### src/rtl/xadc_channel_sequencer_if.sv
// Bundle of DRP master signals, EOC input and the tagged sample stream
// that connect the XADC channel sequencer to the ADC primitive and its consumer.
`timescale 1ns/1ps

interface xadc_channel_sequencer_if;
  logic        eoc_in;
  logic        drp_den;
  logic        drp_dwe;
  logic [6:0]  drp_daddr;
  logic        drp_drdy;
  logic [15:0] drp_do;
  logic [11:0] sample;
  logic [3:0]  sample_ch;
  logic        sample_valid;
  logic        sample_ready;
  logic        busy;
  logic        timeout_err;

  // Sequencer side: owns the DRP and produces the sample stream.
  modport master (
    input  eoc_in,
    input  drp_drdy,
    input  drp_do,
    input  sample_ready,
    output drp_den,
    output drp_dwe,
    output drp_daddr,
    output sample,
    output sample_ch,
    output sample_valid,
    output busy,
    output timeout_err
  );

  // Environment side: ADC primitive plus the sample consumer.
  modport slave (
    output eoc_in,
    output drp_drdy,
    output drp_do,
    output sample_ready,
    input  drp_den,
    input  drp_dwe,
    input  drp_daddr,
    input  sample,
    input  sample_ch,
    input  sample_valid,
    input  busy,
    input  timeout_err
  );
endinterface

### src/rtl/xadc_channel_sequencer.sv
// Round-robin DRP reader: on each EOC sweeps NUM_CH status registers and
// emits every 12-bit result as a channel-tagged valid/ready sample.
`timescale 1ns/1ps

module xadc_channel_sequencer #(
  parameter int         NUM_CH    = 13,
  parameter logic [6:0] BASE_ADDR = 7'h10,
  parameter int         TIMEOUT   = 255
) (
  input  logic                      clk,
  input  logic                      rst,
  xadc_channel_sequencer_if.master  bus
);

  localparam logic [3:0] LAST_IDX = 4'(NUM_CH - 1);
  localparam logic [7:0] TMO      = 8'(TIMEOUT);

  typedef enum logic [1:0] {
    IDLE,
    REQ,
    WAIT,
    HOLD
  } state_t;

  state_t      state_reg,     state_next;
  logic [3:0]  idx_reg,       idx_next;
  logic [7:0]  tcnt_reg,      tcnt_next;
  logic        pending_reg,   pending_next;
  logic [11:0] sample_reg,    sample_next;
  logic [3:0]  sample_ch_reg, sample_ch_next;
  logic        advance;
  logic        timeout_hit;

  // The low nibble of a status register carries no conversion data.
  logic        unused_low_nibble;
  assign unused_low_nibble = ^bus.drp_do[3:0];

  always_ff @(posedge clk or posedge rst) begin
    if (rst) begin
      state_reg     <= IDLE;
      idx_reg       <= 4'd0;
      tcnt_reg      <= 8'd0;
      pending_reg   <= 1'b0;
      sample_reg    <= 12'd0;
      sample_ch_reg <= 4'd0;
    end else begin
      state_reg     <= state_next;
      idx_reg       <= idx_next;
      tcnt_reg      <= tcnt_next;
      pending_reg   <= pending_next;
      sample_reg    <= sample_next;
      sample_ch_reg <= sample_ch_next;
    end
  end

  always_comb begin
    state_next     = state_reg;
    idx_next       = idx_reg;
    tcnt_next      = tcnt_reg;
    sample_next    = sample_reg;
    sample_ch_next = sample_ch_reg;
    advance        = 1'b0;
    timeout_hit    = 1'b0;
    // An EOC during a sweep is remembered once; IDLE always consumes it.
    pending_next   = (state_reg == IDLE) ? 1'b0 : (pending_reg | bus.eoc_in);

    case (state_reg)
      IDLE: begin
        if (bus.eoc_in || pending_reg) begin
          state_next = REQ;
          idx_next   = 4'd0;
        end
      end
      REQ: begin
        tcnt_next  = 8'd0;
        state_next = WAIT;
      end
      WAIT: begin
        // tcnt counts WAIT cycles already spent; a drdy arriving in the
        // cycle that would expire the read still wins.
        if (bus.drp_drdy) begin
          sample_next    = bus.drp_do[15:4];
          sample_ch_next = idx_reg;
          state_next     = HOLD;
        end else if (tcnt_reg == TMO) begin
          timeout_hit = 1'b1;
          advance     = 1'b1;
        end else begin
          tcnt_next = tcnt_reg + 8'd1;
        end
      end
      HOLD: begin
        if (bus.sample_ready) begin
          advance = 1'b1;
        end
      end
      default: begin
        state_next = IDLE;
      end
    endcase

    if (advance) begin
      if (idx_reg == LAST_IDX) begin
        idx_next   = 4'd0;
        state_next = IDLE;
      end else begin
        idx_next   = idx_reg + 4'd1;
        state_next = REQ;
      end
    end
  end

  assign bus.drp_den      = (state_reg == REQ);
  assign bus.drp_dwe      = 1'b0;
  assign bus.drp_daddr    = BASE_ADDR + {3'b000, idx_reg};
  assign bus.sample       = sample_reg;
  assign bus.sample_ch    = sample_ch_reg;
  assign bus.sample_valid = (state_reg == HOLD);
  assign bus.busy         = (state_reg != IDLE);
  assign bus.timeout_err  = timeout_hit;

endmodule

### src/flat_wrapper.sv
// flat-port wrapper written by rule: the top's interface ports become plain ports
module xadc_channel_sequencer_flat 
#(
  parameter int         NUM_CH    = 13,
  parameter logic [6:0] BASE_ADDR = 7'h10,
  parameter int         TIMEOUT   = 255
)
  (clk, rst, bus_eoc_in, bus_drp_drdy, bus_drp_do, bus_sample_ready, bus_drp_den, bus_drp_dwe, bus_drp_daddr, bus_sample, bus_sample_ch, bus_sample_valid, bus_busy, bus_timeout_err);
  xadc_channel_sequencer_if bus_i ();
  input  logic clk;
  input  logic rst;
  input wire logic [$bits(bus_i.eoc_in)-1:0] bus_eoc_in;
  input wire logic [$bits(bus_i.drp_drdy)-1:0] bus_drp_drdy;
  input wire logic [$bits(bus_i.drp_do)-1:0] bus_drp_do;
  input wire logic [$bits(bus_i.sample_ready)-1:0] bus_sample_ready;
  output wire logic [$bits(bus_i.drp_den)-1:0] bus_drp_den;
  output wire logic [$bits(bus_i.drp_dwe)-1:0] bus_drp_dwe;
  output wire logic [$bits(bus_i.drp_daddr)-1:0] bus_drp_daddr;
  output wire logic [$bits(bus_i.sample)-1:0] bus_sample;
  output wire logic [$bits(bus_i.sample_ch)-1:0] bus_sample_ch;
  output wire logic [$bits(bus_i.sample_valid)-1:0] bus_sample_valid;
  output wire logic [$bits(bus_i.busy)-1:0] bus_busy;
  output wire logic [$bits(bus_i.timeout_err)-1:0] bus_timeout_err;
  assign bus_i.eoc_in = bus_eoc_in;
  assign bus_i.drp_drdy = bus_drp_drdy;
  assign bus_i.drp_do = bus_drp_do;
  assign bus_i.sample_ready = bus_sample_ready;
  assign bus_drp_den = bus_i.drp_den;
  assign bus_drp_dwe = bus_i.drp_dwe;
  assign bus_drp_daddr = bus_i.drp_daddr;
  assign bus_sample = bus_i.sample;
  assign bus_sample_ch = bus_i.sample_ch;
  assign bus_sample_valid = bus_i.sample_valid;
  assign bus_busy = bus_i.busy;
  assign bus_timeout_err = bus_i.timeout_err;
  xadc_channel_sequencer #(.NUM_CH(NUM_CH), .BASE_ADDR(BASE_ADDR), .TIMEOUT(TIMEOUT)) u_core (.clk(clk), .rst(rst), .bus(bus_i));
endmodule
### config.mk
export PLATFORM = sky130hd
export DESIGN_NAME = xadc_channel_sequencer_flat
export DESIGN_NICKNAME = d
export VERILOG_FILES = /design/src/rtl/xadc_channel_sequencer_if.sv /design/src/rtl/xadc_channel_sequencer.sv /design/src/flat_wrapper.sv
export SDC_FILE = /design/constraint.sdc
export NUM_CORES = 1
export LEC_CHECK = 0
export CORE_MARGIN = 5
export CORE_UTILIZATION = 50
export CTS_CLUSTER_DIAMETER = 150
export DETAILED_ROUTE_END_ITERATION = 8
export PLACE_DENSITY_LB_ADDON = 0.25
export SETUP_SLACK_MARGIN = 0.15
export SYNTH_ARGS = -nofsm -noshare
export SYNTH_HDL_FRONTEND = slang
export SYNTH_SLANG_ARGS = --single-unit
### constraint.sdc
create_clock -name clk -period 3.6 [get_ports clk]
set_clock_uncertainty 0.2 [all_clocks]
set_input_delay 0.72 -clock clk [delete_from_list [all_inputs] [get_ports clk]]
set_output_delay 0.72 -clock clk [all_outputs]
set_load 0.01 [all_outputs]
==> summary.txt <==
Final layout
  – Multi-input logic area: ~780 um2
  – Design area: 2156 um2
  – Area delta synth->final: 31.53%
  – Nets@finish: 221
  – Fraction of layout cells with a size suffix above 1: 0.1813
  – # diodes: 0
  – Fillers: 249
  – Max reg flops: 12
  – Sequential cell area: 775.7 um2

Hold path
  – Tightest Hold Check Type: flop to flop
  – Hold Path End: u_core.bus.sample_ch[2]
  – Worst hold path cell count: 2
  – Worst hold start: u_core.bus.sample_ch[2]

CTS
  – TritonCTS buffer count: 5
  – Clock transition at path regs: 0.10 ns
  – Hold-fix buffers at CTS: 0
  – Clk_lat worst skew: 0.32 ns
  – H-tree levels: 2
  – Post-cts resize count: 0
  – CTS sink cnt: 31
  – TritonCTS clock tree: built
  – Setup Fix Bufs, Post-CTS: 0
  – Maximum buffer depth of the clock tree: 2
  – CTS Root Cell: clkbuf_4

Worst setup path
  – WS Path Type: flop to output pin
  – R2r setup slk: 1.42 ns
  – Setup crit end kind: output pin
  – Crit-path max FO: 9
  – Reg2Reg Depth: 6
  – Startpoint types: flop
  – Reg2reg start: u_core.state_reg[0]
  – FF-to-FF End: u_core.tcnt_reg[7]
  – WP data required: between 2 and 3 ns
  – Worst Path Arrival: 2.22 ns

Logic synthesis
  – Netlist area before placement: 1639 um2
  – Main synth FF type: dfrtp_1
  – Syn Inst Count: 148
  – Ys async rst share: 1.000
  – Synth area leaders: dfrtp_1 (47%), mux2_2 (9.6%), ha_1 (6.1%)
  – Synthesized area per cell: 11.07 um2
  – Warnings from Yosys: 0
  – Netlist cell types: 41
  – Post-synth EDFFs: 0
  – Post-synthesis sequential area ratio: 0.4733
  – Synth area leader: dfrtp_1
  – FF+latch count, synth: 31
  – Most frequent cell after synthesis: dfrtp_1
  – Top cells by count, synth: dfrtp_1 (31), mux2_2 (14), nand2_1 (13), inv_1 (10), nor2_1 (10)
  – Synth top area share: 0.4733

Pwr
  – Peak VDD IR: 0.4375 mV
  – Leakage: around 0.96 nW
  – Total Power: 1.663 mW
  – Logic pwr share: 0.485
  – PwrDens: 771.4 nW/um2
  – Net load switching power: around 0.60 mW
  – Sw frac: 0.3582
  – Sequential power share: 0.344
  – Internal power: 1.067 mW
  – Clk pwr share: 0.171

STA
  – Setup TNS: 0 ns
  – Final setup fails: 0
  – Peak Freq: 318.3 MHz
  – Worst slew pin tran: approximately 0.67 ns
  – Final max-slew violation count: 0
  – Final Hold Vio Count: 0
  – Fin crit share: 0.8727
  – Rel. slew slack: 0.5495
  – RSZ-0062 raised after global routing: no
  – Minimum clock period: 3.142 ns

Route
  – Via Count: 1243
  – WL/cell: 14.90 um
  – WL final: 3531 um
  – Drt initial violations: 62
  – DR vias/cell: 5.245
  – Pre-antenna DRT Iters: 4
  – Post-DRT Antenna Nets: 0
  – DR DRC count: 0

Place
  – Post-DP Area: 2069 um2
  – GP Congestion: 0.7739
  – PortBufs: 40
  – DP HPWL: 2716 um

GRT
  – Vias in the first global route: 1243
  – GRT Residual Overflow: 0
  – First-pass GRT wire length: 5720 um
  – Initial antenna violation count: 0
  – Largest net degree at the start of global routing: 32
  – Tot GR Track Use: 0.1674

Floorplan
  – Die Height: 67.26 um
  – Starting Density: 0.5282
  – Core Area: between 3000 and 4000 um2
  – Die area: 4523 um2
  – Chip width: 67.26 um
  – # IOs: 49
  – Row count: 20

Outcome
  – Outcome: finished clean

Flow run
  – Maxcap violations: 0
## cells by family after synthesis
| kind of cell | Yosys count | share of synthesized area |
|---|---|---|
| simple gates | 44 | 0.1611 |
| mux | 16 | 0.1114 |
| compound gates | 26 | 0.1160 |
| flops | 31 | 0.4733 |
| buf+inv | 18 | 0.05649 |
| other cells | 2 | 0.004582 |
| fa+ha+maj | 8 | 0.06107 |
| xor+xnor | 3 | 0.01603 |
## cells in the final DEF, fill, tap and decap left out, drive strengths merged, types with 2 or more instances in the layout
cell type      Yosys  final
a21oi              5      5
and3               2      2
buf                8      3
clkbuf             0      6
clkdlybuf4s50      0     40
conb               2      4
dfrtp             31     31
ha                 8      8
inv               10     10
mux2              15     15
nand2             13     13
nand3              4      4
nand4              3      3
nand4b             2      2
nor2              10     10
nor2b              3      3
o211ai             2      2
o21ai             10     10
xor2               2      2
## layout make-up
cell class                      instances  area share
Clock buffer                            6     0.02380
Clock inverter                          2     0.01625
Inverter                               10     0.01741
Multi-Input combinational cell        101      0.3610
Sequential cell                        31      0.3598
Tap cell                               44     0.02554
Timing Repair Buffer                   43      0.1962
## stage by stage
step / util / setup slack, ns / hold WS, ns / std cells
3_3_place_gp: 0.6669 / 0.7841 / 0.2667 / 229
2_1_floorplan: - / 1.453 / 0.2758 / 150
3_5_place_dp: 0.6669 / 0.7920 / 0.2807 / 229
5_1_grt: 0.6948 / 0.3058 / 0.3411 / 237
4_1_cts: 0.6948 / 0.4352 / 0.3040 / 237
6_report: 0.6948 / 0.4582 / 0.2929 / 237
## routing by layer
metal  up-vias  wire length [um]  track usage  share of wire
met1       606              1431       0.1901           0.41
met5         -                 0            0              0
met2        36              1871       0.3031           0.53
li1        597                 -            -              -
met3         4               205      0.04825          0.058
met4         0                23      0.04810         0.0065
## worst max-delay path, cell delays in order (launching register included)
cell,delay [ns]
dfrtp_1,0.42
inv_1,0.13
ha_1,0.41
nand4_4,0.22
nor3_1,0.17
clkdlybuf4s50_1,0.56
## worst max path at each step
stage | startpoint | end | cells past startpoint
floorplan | u_core.state_reg[0] | bus_timeout_err | 5
global placement | bus_drp_drdy | bus_timeout_err | 3
detailed placement | bus_drp_drdy | bus_timeout_err | 3
CTS | u_core.state_reg[0] | bus_timeout_err | 5
global route | u_core.state_reg[0] | bus_timeout_err | 5
finish | u_core.state_reg[0] | bus_timeout_err | 5
## power groups by stage
stage               Clock [mW]  Sequential (mW)  Combinational [mW]
detailed placement           0            0.579               0.812
floorplan                    0            0.613               0.408
global placement             0            0.565               0.781
finish                   0.285            0.572               0.807
CTS                      0.289            0.571               0.817
global route             0.304            0.590               0.880
No activity file was read; power rests on OpenSTA's default activity.
